==> src/rtl/multicore_pkg.sv <==
// -----------------------------------------------------------------------------
// multicore_pkg
// Shared types and constants for the per-core ALU issue path.
//   DATA_SIZE    : operand/result width (32 only)
//   t_aluop      : ALU function code driven into the execute ALU
//   OPC_*        : RV32I major opcodes decoded by the operand stage
//   t_alu_issue  : payload issued to the ALU {funct, op_a, op_b, rd, wr_en, illegal}
// -----------------------------------------------------------------------------
package multicore_pkg;

    localparam int DATA_SIZE = 32;

    localparam logic [6:0] OPC_OP     = 7'b0110011;
    localparam logic [6:0] OPC_OP_IMM = 7'b0010011;
    localparam logic [6:0] OPC_LUI    = 7'b0110111;
    localparam logic [6:0] OPC_AUIPC  = 7'b0010111;

    localparam logic [6:0] FUNCT7_BASE = 7'b0000000;
    localparam logic [6:0] FUNCT7_ALT  = 7'b0100000;

    localparam logic [2:0] F3_ADD  = 3'b000;
    localparam logic [2:0] F3_SLL  = 3'b001;
    localparam logic [2:0] F3_SLT  = 3'b010;
    localparam logic [2:0] F3_SLTU = 3'b011;
    localparam logic [2:0] F3_XOR  = 3'b100;
    localparam logic [2:0] F3_SR   = 3'b101;
    localparam logic [2:0] F3_OR   = 3'b110;
    localparam logic [2:0] F3_AND  = 3'b111;

    typedef enum logic [3:0] {
        ALU_ADD  = 4'd0,
        ALU_SUB  = 4'd1,
        ALU_SLL  = 4'd2,
        ALU_SLT  = 4'd3,
        ALU_SLTU = 4'd4,
        ALU_XOR  = 4'd5,
        ALU_SRL  = 4'd6,
        ALU_SRA  = 4'd7,
        ALU_OR   = 4'd8,
        ALU_AND  = 4'd9
    } t_aluop;

    typedef struct packed {
        t_aluop                 funct;
        logic [DATA_SIZE-1:0]   op_a;
        logic [DATA_SIZE-1:0]   op_b;
        logic [4:0]             rd;
        logic                   wr_en;
        logic                   illegal;
    } t_alu_issue;

    // Payload presented by an empty/reset stage and by illegal instructions
    // (illegal flag set separately).
    function automatic t_alu_issue alu_issue_idle();
        t_alu_issue r;
        r.funct   = ALU_ADD;
        r.op_a    = '0;
        r.op_b    = '0;
        r.rd      = '0;
        r.wr_en   = 1'b0;
        r.illegal = 1'b0;
        return r;
    endfunction

    // alt selects SUB on funct3=000 and SRA on funct3=101; ignored elsewhere.
    function automatic t_aluop aluop_from_funct3(logic [2:0] funct3, logic alt);
        t_aluop r;
        r = ALU_ADD;
        case (funct3)
            F3_ADD:  r = alt ? ALU_SUB : ALU_ADD;
            F3_SLL:  r = ALU_SLL;
            F3_SLT:  r = ALU_SLT;
            F3_SLTU: r = ALU_SLTU;
            F3_XOR:  r = ALU_XOR;
            F3_SR:   r = alt ? ALU_SRA : ALU_SRL;
            F3_OR:   r = ALU_OR;
            F3_AND:  r = ALU_AND;
            default: r = ALU_ADD;
        endcase
        return r;
    endfunction

endpackage

==> src/rtl/alu_decode.sv <==
// -----------------------------------------------------------------------------
// alu_decode
// Purely combinational RV32I decode for the ALU issue path: selects the ALU
// function and builds both operands for OP, OP-IMM, LUI and AUIPC.
//   i_instr      : instruction word
//   i_pc         : PC of i_instr
//   i_rs1_data   : register-file read for rs1
//   i_rs2_data   : register-file read for rs2
//   o_issue      : decoded payload; illegal words yield ADD 0,0 with illegal=1
// -----------------------------------------------------------------------------
module alu_decode
    import multicore_pkg::*;
(
    input  logic [31:0]          i_instr,
    input  logic [DATA_SIZE-1:0] i_pc,
    input  logic [DATA_SIZE-1:0] i_rs1_data,
    input  logic [DATA_SIZE-1:0] i_rs2_data,
    output t_alu_issue           o_issue
);

    logic [6:0]           opcode;
    logic [2:0]           funct3;
    logic [6:0]           funct7;
    logic [4:0]           rd;
    logic                 alt;
    logic                 is_shift;
    logic [DATA_SIZE-1:0] imm_i;
    logic [DATA_SIZE-1:0] imm_u;
    logic [DATA_SIZE-1:0] shamt_reg;
    logic [DATA_SIZE-1:0] shamt_imm;
    logic                 legal;
    t_alu_issue           issue;

    assign opcode   = i_instr[6:0];
    assign rd       = i_instr[11:7];
    assign funct3   = i_instr[14:12];
    assign funct7   = i_instr[31:25];
    assign alt      = (funct7 == FUNCT7_ALT);
    assign is_shift = (funct3 == F3_SLL) || (funct3 == F3_SR);

    assign imm_i     = {{(DATA_SIZE-12){i_instr[31]}}, i_instr[31:20]};
    assign imm_u     = {i_instr[31:12], 12'b0};
    // Shift amounts are masked to 5 bits so the ALU never sees an oversized shift.
    assign shamt_reg = {{(DATA_SIZE-5){1'b0}}, i_rs2_data[4:0]};
    assign shamt_imm = {{(DATA_SIZE-5){1'b0}}, i_instr[24:20]};

    always_comb begin
        issue = alu_issue_idle();
        legal = 1'b0;
        case (opcode)
            OPC_OP: begin
                legal       = (funct7 == FUNCT7_BASE) ||
                              (alt && ((funct3 == F3_ADD) || (funct3 == F3_SR)));
                issue.funct = aluop_from_funct3(funct3, alt);
                issue.op_a  = i_rs1_data;
                issue.op_b  = is_shift ? shamt_reg : i_rs2_data;
            end
            OPC_OP_IMM: begin
                // Non-shift immediates use instr[31:25] as immediate bits, so
                // only the shift forms constrain them; ADDI never becomes SUB.
                legal       = !is_shift || (funct7 == FUNCT7_BASE) ||
                              (alt && (funct3 == F3_SR));
                issue.funct = aluop_from_funct3(funct3, alt && (funct3 == F3_SR));
                issue.op_a  = i_rs1_data;
                issue.op_b  = is_shift ? shamt_imm : imm_i;
            end
            OPC_LUI: begin
                legal       = 1'b1;
                issue.funct = ALU_ADD;
                issue.op_a  = '0;
                issue.op_b  = imm_u;
            end
            OPC_AUIPC: begin
                legal       = 1'b1;
                issue.funct = ALU_ADD;
                issue.op_a  = i_pc;
                issue.op_b  = imm_u;
            end
            default: begin
                legal = 1'b0;
            end
        endcase

        if (legal) begin
            issue.rd      = rd;
            issue.wr_en   = (rd != 5'd0);
            issue.illegal = 1'b0;
        end else begin
            issue         = alu_issue_idle();
            issue.illegal = 1'b1;
        end
    end

    assign o_issue = issue;

endmodule

==> src/rtl/alu_operand_stage.sv <==
// -----------------------------------------------------------------------------
// alu_operand_stage
// Decode-and-issue stage feeding the execute ALU. Decodes one RV32I word and
// registers the issue payload behind a valid/ready handshake with a two-entry
// skid buffer (main/output register plus skid register).
//   i_clk, i_rst_n              : clock, async active-low reset
//   i_valid / o_ready           : upstream handshake (o_ready registered)
//   i_instr, i_pc, i_rs*_data   : instruction, PC and operand reads
//   o_valid / i_ready           : downstream handshake
//   o_funct, o_op_a, o_op_b     : ALU function and operands (registered)
//   o_rd, o_wr_en, o_illegal    : writeback target, write enable, decode fault
// -----------------------------------------------------------------------------
module alu_operand_stage
    import multicore_pkg::*;
#(
    parameter int DATA_SIZE = multicore_pkg::DATA_SIZE
) (
    input  logic                 i_clk,
    input  logic                 i_rst_n,
    input  logic                 i_valid,
    output logic                 o_ready,
    input  logic [31:0]          i_instr,
    input  logic [DATA_SIZE-1:0] i_pc,
    input  logic [DATA_SIZE-1:0] i_rs1_data,
    input  logic [DATA_SIZE-1:0] i_rs2_data,
    output logic                 o_valid,
    input  logic                 i_ready,
    output t_aluop               o_funct,
    output logic [DATA_SIZE-1:0] o_op_a,
    output logic [DATA_SIZE-1:0] o_op_b,
    output logic [4:0]           o_rd,
    output logic                 o_wr_en,
    output logic                 o_illegal
);

    t_alu_issue dec_issue;

    t_alu_issue main_q, main_d;
    t_alu_issue skid_q, skid_d;
    logic       main_vld_q, main_vld_d;
    logic       skid_vld_q, skid_vld_d;
    logic       ready_q, ready_d;

    logic       in_xfer;
    logic       out_xfer;

    alu_decode u_decode (
        .i_instr    (i_instr),
        .i_pc       (i_pc),
        .i_rs1_data (i_rs1_data),
        .i_rs2_data (i_rs2_data),
        .o_issue    (dec_issue)
    );

    assign in_xfer  = i_valid & ready_q;
    assign out_xfer = main_vld_q & i_ready;

    always_comb begin
        main_d     = main_q;
        skid_d     = skid_q;
        main_vld_d = main_vld_q;
        skid_vld_d = skid_vld_q;

        if (skid_vld_q) begin
            // ready is low, so nothing arrives; the skid entry refills main
            // as soon as main drains.
            if (out_xfer) begin
                main_d     = skid_q;
                skid_vld_d = 1'b0;
            end
        end else if (!main_vld_q || out_xfer) begin
            main_vld_d = in_xfer;
            if (in_xfer) begin
                main_d = dec_issue;
            end
        end else if (in_xfer) begin
            // main is stalled downstream: park the new word in the skid slot.
            skid_d     = dec_issue;
            skid_vld_d = 1'b1;
        end

        ready_d = !skid_vld_d;
    end

    always_ff @(posedge i_clk or negedge i_rst_n) begin
        if (!i_rst_n) begin
            main_q     <= alu_issue_idle();
            skid_q     <= alu_issue_idle();
            main_vld_q <= 1'b0;
            skid_vld_q <= 1'b0;
            ready_q    <= 1'b1;
        end else begin
            main_q     <= main_d;
            skid_q     <= skid_d;
            main_vld_q <= main_vld_d;
            skid_vld_q <= skid_vld_d;
            ready_q    <= ready_d;
        end
    end

    assign o_ready   = ready_q;
    assign o_valid   = main_vld_q;
    assign o_funct   = main_q.funct;
    assign o_op_a    = main_q.op_a;
    assign o_op_b    = main_q.op_b;
    assign o_rd      = main_q.rd;
    assign o_wr_en   = main_q.wr_en;
    assign o_illegal = main_q.illegal;

endmodule

==> config.mk <==
export PLATFORM = sky130hd
export DESIGN_NAME = alu_operand_stage
export DESIGN_NICKNAME = d
export VERILOG_FILES = /design/src/rtl/multicore_pkg.sv /design/src/rtl/alu_decode.sv /design/src/rtl/alu_operand_stage.sv
export SDC_FILE = /design/constraint.sdc
export NUM_CORES = 1
export LEC_CHECK = 0
export ABC_CLOCK_PERIOD_IN_PS = 1800
export CAP_MARGIN = 20
export CORE_MARGIN = 10
export CORE_UTILIZATION = 31
export DETAILED_ROUTE_END_ITERATION = 12
export PLACE_DENSITY = 0.67
export SLEW_MARGIN = 20
export SYNTH_ARGS = -nofsm -noshare
export SYNTH_HDL_FRONTEND = slang
export SYNTH_SLANG_ARGS = --single-unit
==> constraint.sdc <==
create_clock -name i_clk -period 1.8 [get_ports i_clk]
set_input_delay 0.18 -clock i_clk [delete_from_list [all_inputs] [get_ports i_clk]]
set_output_delay 0.18 -clock i_clk [all_outputs]
set_load 0.01 [all_outputs]
## After elaboration in Yosys (flattened, before gate mapping)

Cells that the tools add are included.

- Muxes and demuxes: 20
- Equality and inequality tests: 13
- Bitwise operators: 4
- Reductions and logical operators: 20

Operators with widths:

| cell | number |
|---|---|
| $mux W75 | 4 |
| $pmux W68 S4 | 1 |
| $mux W68 | 1 |
| $mux W32 | 2 |
| $pmux W4 S8 | 2 |
| $eq A7 B6 Y1 const B | 3 |
| $eq A7 B5 Y1 const B | 2 |
| $eq A3 B3 Y1 const B | 4 |
| $mux W1 | 8 |
| $logic_not A7 Y1 | 1 |
| $mux W7 | 1 |
| $eq A3 B2 Y1 const B | 2 |
| $logic_or A1 B1 Y1 | 6 |
| $reduce_and A3 Y1 | 2 |
| $reduce_bool A5 Y1 | 1 |
| $reduce_bool A2 Y1 | 2 |
| $eq A3 B1 Y1 const B | 1 |
| $logic_not A1 Y1 | 3 |
| $logic_not A3 Y1 | 1 |
| $pmux W1 S3 | 1 |
| $and A1 B1 Y1 | 2 |
| $logic_and A1 B1 Y1 | 2 |
| $ne A2 B1 Y1 const B | 1 |
| $not A1 Y1 | 2 |
| 2 further kinds | 2 |

- Output and inout port bits: 77
- Word-level logic and storage cells: 72
- Bits in registers: 153
- Bits of input ports: 132

## Longest topological paths before layout

- Word-level depth: 10
- Gate-level depth with buffers: 8

## Cells and area by module

From an unflattened synthesis, not the netlist that was laid out.

- Cell total of the unflattened synthesis: 624
- Area, all modules: 8,008.9 sq um

By module, submodules not included:

| module | instances | area each (sq um) | cells an instance |
|---|---|---|---|
| alu_operand_stage | 1 | 6,611.3 | 413 |
| alu_decode | 1 | 1,397.6 | 211 |

## Least setup slack after synthesis

OpenSTA, ideal clock, no wires.

- Path type: register to register
- From: register skid_vld_q
- To: register main_q, in the netlist o_op_a[20]
- Arrival: 1.704 ns
- Path buffers: 3
- Stages on the path, launching flop included: 8
- Data required time: 1.720 ns
- Library setup time: 0.080 ns
- Slack: 0.016 ns
- Clock period less this slack: 1.784 ns
- Cell sequence: dfrtp_1 > clkbuf_1 > nand3b_1 > or2_2 > a211o_1 > buf_6 > buf_6 > o22ai_2

- Cells in the longest elaborated chain, start to end: 2
- Elaborated cells on any way between the ends: 5
- Classes of those cells: 1 x eq/ne; 1 x mux; 3 x reduce/logical

Ends and longest elaborated chain:

| item | RTL line | text |
|---|---|---|
| start, declared | alu_operand_stage.sv:41 | `logic skid_vld_q, skid_vld_d;` |
| start signal, assigned | alu_operand_stage.sv:96 | `skid_vld_q <= skid_vld_d;` |
| $ne A2 B1 Y1 (no source line) / $reduce_bool A2 Y1 (equally long branches) | -- |  |
| $reduce_and A3 Y1 (no source line) | -- |  |
| end signal, assigned | alu_operand_stage.sv:87 | `main_q <= alu_issue_idle();` |
| end signal, assigned | alu_operand_stage.sv:93 | `main_q <= main_d;` |
| end, declared | alu_operand_stage.sv:38 | `t_alu_issue main_q, main_d;` |

Parallel ways exist; a longest one is shown, timed or not.
A chain may end at the register's enable or synchronous reset.

## Worst setup path in the final report

- From: input port i_instr[14]
- To: register main_q, in the netlist o_op_a[1]

- Cells in the longest elaborated chain, start to end: 10
- Elaborated cells on any way between the ends: 16
- Classes of those cells: 2 x eq/ne; 5 x mux; 9 x reduce/logical

Ends and longest elaborated chain:

| item | RTL line | text |
|---|---|---|
| start, declared | alu_operand_stage.sv:22 | `input logic [31:0] i_instr,` |
| $eq A3 B1 Y1 / $eq A3 B3 Y1 (equally long branches) | alu_decode.sv:39, alu_decode.sv:53, alu_decode.sv:62 |  |
| $logic_or A1 B1 Y1 | alu_decode.sv:39 | `assign is_shift = (funct3 == F3_SLL) \|\| (funct3 == F3_SR);` |
| $logic_not A1 Y1 | alu_decode.sv:61 | `legal = !is_shift \|\| (funct7 == FUNCT7_BASE) \|\|` |
| $logic_or A1 B1 Y1 (2 in series) | alu_decode.sv:61 |  |
| $pmux W1 S3 * | alu_decode.sv:50 | `case (opcode)` |
| $mux W68 * | alu_decode.sv:84 | `if (legal) begin` |
| $mux W75 * | alu_operand_stage.sv:73 | `if (in_xfer) begin` |
| $mux W75 * | alu_operand_stage.sv:71 | `end else if (!main_vld_q \|\| out_xfer) begin` |
| $mux W75 * | alu_operand_stage.sv:64 | `if (skid_vld_q) begin` |

Mark *: on every way between the ends. The rest lies on a longest branch, timed or not. The select of a mux whose other input is x is not followed.

==> flow_metrics.env <==
export IMPL_layout_drive_gt1_share=0.156
export IMPL_cts_tree="yes"
export IMPL_firstDrtPassIters=5
export IMPL_netlist_cell_type_count=42
export IMPL_min_period_ns=1.80
export IMPL_reg2reg_to="o_op_a[1]"
export IMPL_setup_worst_path_start_class="primary input"
export IMPL_avgSynthCellArea_um2=8.51
export IMPL_drv_slew=0
export IMPL_rrSetupSlack_ns=0.02
export IMPL_die_area_um2=30400
export IMPL_insertion_delay_ns=0.42
export IMPL_antenna_found_initial=1
export IMPL_drv_cap=0
export IMPL_fp_dieH_um=174
export IMPL_postSynthCellCount=867
export IMPL_ys_ff_latch=153
export IMPL_io_pins=209
export IMPL_hpwl_um=18100
export IMPL_p_leak_nw=4.89
export IMPL_post_place_cells=1383
export IMPL_rr_worst_depth=6
export IMPL_maxSlewHeadroom=0.622
export IMPL_place_congestion=0.879
export IMPL_timing_final_crit_share=0.999
export IMPL_grt_max_degree=52
export IMPL_cp_max_fo=9
export IMPL_finalHoldViolations=0
export IMPL_grtUsageMet1=0.219
export IMPL_rsz0062_at_grt="true"
export IMPL_critPathRequiredTime_ns=2.14
export IMPL_overflow=0
export IMPL_fin_tns_setup_ns=0
export IMPL_start_util=0.314
export IMPL_grt_pass1_vias=7273
export IMPL_grt_use_total=0.169
export IMPL_fmax_ghz=0.556
export IMPL_synth_mux_area_frac=0.0164
export IMPL_final_area_um2=11400
export IMPL_worstPathArrival_ns=2.14
export IMPL_synth_top_area_frac=0.515
export IMPL_seq_area_frac_synth=0.519
export IMPL_hold_path_class="primary input to asynchronous set/reset pin"
export IMPL_synth_area_top_cells="dfrtp_1 (52%), a21oi_1 (7.9%), nand2_1 (7.2%)"
export IMPL_area_delta_synth_final_pct=54.4
export IMPL_wl_um=26300
export IMPL_yosysTopAreaCell="dfrtp_1"
export IMPL_power_density_nw_per_um2=1320
export IMPL_fin_worst_skew_ns=0.00771
export IMPL_place_area_um2=10300
export IMPL_worst_slew_pin_slew_ns=0.567
export IMPL_yosys_area_share_simple=0.151
export IMPL_htreeDepth=4
export IMPL_cts_max_path_buffers=2
export IMPL_clk_pin_slew_ns=0.06
export IMPL_crit_start="i_instr[14]"
export IMPL_outcome="finished, final reports clean"
export IMPL_synth_compound_area_frac=0.249
export IMPL_r2r_start="o_ready"
export IMPL_grt_pass1_wl_um=41300
export IMPL_cts_root_buf="clkbuf_16"
export IMPL_grt_busiest_layer="met2"
export IMPL_syn_cell_area_um2=7380
export IMPL_drtAntennaViolNets=0
export IMPL_yosys_area_share_xor_xnor=0.00119
export IMPL_met2_usage=0.273
export IMPL_final_setup_viol_count=0
export IMPL_yosys_warnings=0
export IMPL_fp_row_count=56
export IMPL_critPathKind="primary input to flop"
export IMPL_clock_sinks=153
export IMPL_endpoint_kind="flop"
export IMPL_synthAdderAreaFrac=0
export IMPL_viasPerCell=4.99
export IMPL_cts_buffers=17
export IMPL_finalPower_mw=15.1
export IMPL_synth_top_family_by_area="compound AO/OA/AOI/OAI gates"
export IMPL_grtUsageMet3=0.0438
export IMPL_peakVddDrop_mv=0.674
export IMPL_drtIter0Drc=598
export IMPL_fin_cells=1426
export IMPL_wire_per_inst_um=18.4
export IMPL_portBuffers=208
export IMPL_nets=1225
export IMPL_synth_nets=999
export IMPL_coreArea_um2=23500
export IMPL_die_w_um=174
export IMPL_drc=0
export IMPL_vias=7115
-- logic make-up after synthesis --
group | Yosys count
xor+xnor | 1
flops | 153
simple gates | 269
buf+inv | 116
compound gates | 316
mux | 12
-- critical path, stage by stage --
cell and delay (ns):
clkdlybuf4s50_1 0.50, buf_4 0.18, a21boi_1 0.29, o21ai_4 0.10
a211o_4 0.38, buf_12 0.16, clkbuf_16 0.16, o22ai_1 0.15
-- state kept, by name (all words and copies together), names as in the netlist --
register and cells:
o_funct 4, o_illegal 1, o_op_a 32, o_op_b 32
o_rd 5, o_ready 1, o_valid 1, o_wr_en 1
skid_q 75, skid_vld_q 1
-- power breakdown --
group / switching, mW / internal, mW / total (mW)
registers: 0.442 / 4.25 / 4.69
clock network: 1.47 / 2.17 / 3.63
logic: 3.36 / 3.38 / 6.75
total: 5.27 / 9.80 / 15.1
-- cells in the final DEF (no fill, tap or decap), types with 11 or more instances in the layout --
master | netlist | final
clkdlybuf4s50_1 | 0 | 200
buf_4 | 0 | 47
a21oi_1 | 117 | 115
o21ai_0 | 96 | 95
o31ai_1 | 22 | 22
dfrtp_1 | 152 | 151
mux2i_1 | 11 | 11
buf_12 | 0 | 21
nor2_1 | 90 | 89
o22ai_1 | 49 | 16
o22ai_2 | 10 | 36
nand2_1 | 142 | 141
and3_1 | 16 | 16
clkbuf_16 | 0 | 18
inv_1 | 41 | 41
-- cell type report --
type,count,area (um2)
clock buffers,20,467
inverters,41,154
repair buffers,282,2980
flip-flops and latches,153,3830
multi-input cells,598,3430
diodes,1,2.50
fillers,2285,12100
well taps,319,399
clock inverters,12,136
-- layer usage --
metal / vias up / part of all wire
met2: 198 / 0.49
met1: 3439 / 0.44
met4: 0 / 0.012
li1: 3453 / -
met5: - / 0
met3: 25 / 0.056
-- metrics by stage --
step / hold WS, ns / worst slack, ns / utilization
floorplan: -0.116 / 0.0163 / -
global placement: 0.0982 / -0.462 / 0.439
detailed placement: 0.102 / -0.535 / 0.439
CTS: 0.225 / 0.000924 / 0.477
global route: 0.246 / -0.0397 / 0.486
finish: 0.224 / 0.00188 / 0.486
-- worst max-delay path by stage --
stage               slack, ns         end  cells past startpoint
finish                  0.002   o_op_a[1]                      8
global route            -0.04   o_op_a[1]                      6
CTS                    0.0009     o_wr_en                      6
detailed placement      -0.53  skid_q[29]                      7
global placement        -0.46  o_op_b[15]                      7
floorplan                0.02  o_op_a[20]                      7
-- synth_stat cells --
cell,instances
a211o_1,4
a211oi_1,1
a21boi_0,1
a21o_1,2
a21oi_1,117
a22o_1,6
a31oi_1,1
and3_1,16
buf_1,1
buf_2,1
buf_6,4
clkbuf_1,69
dfrtp_1,152
dfstp_2,1
inv_1,41
mux2_2,1
mux2i_1,11
nand2_1,142
nand2b_1,3
nand3b_1,2
nand4_1,1
nor2_1,90
nor2_2,1
nor2b_1,4
nor3_1,1
nor3b_1,1
nor4_1,1
nor4b_1,1
o21a_1,1
o21ai_0,96
o21ai_1,2
o21ai_2,1
o22ai_1,49
o22ai_2,10
o311ai_0,2
o31ai_1,22
o41ai_1,1
or2_2,2
or3_1,2
or4_4,1
or4b_1,1
xor2_1,1
-- timing repair --
action	4_1_cts	5_1_grt
cloned	4	1
setup buffers	5	0
hold buffers	1	0
pin swaps	5	29
gates resized for setup	28	34
endpoints found under the setup margin	122	96
endpoints found under the hold margin	32	0
(Power assumes the default switching activity.)
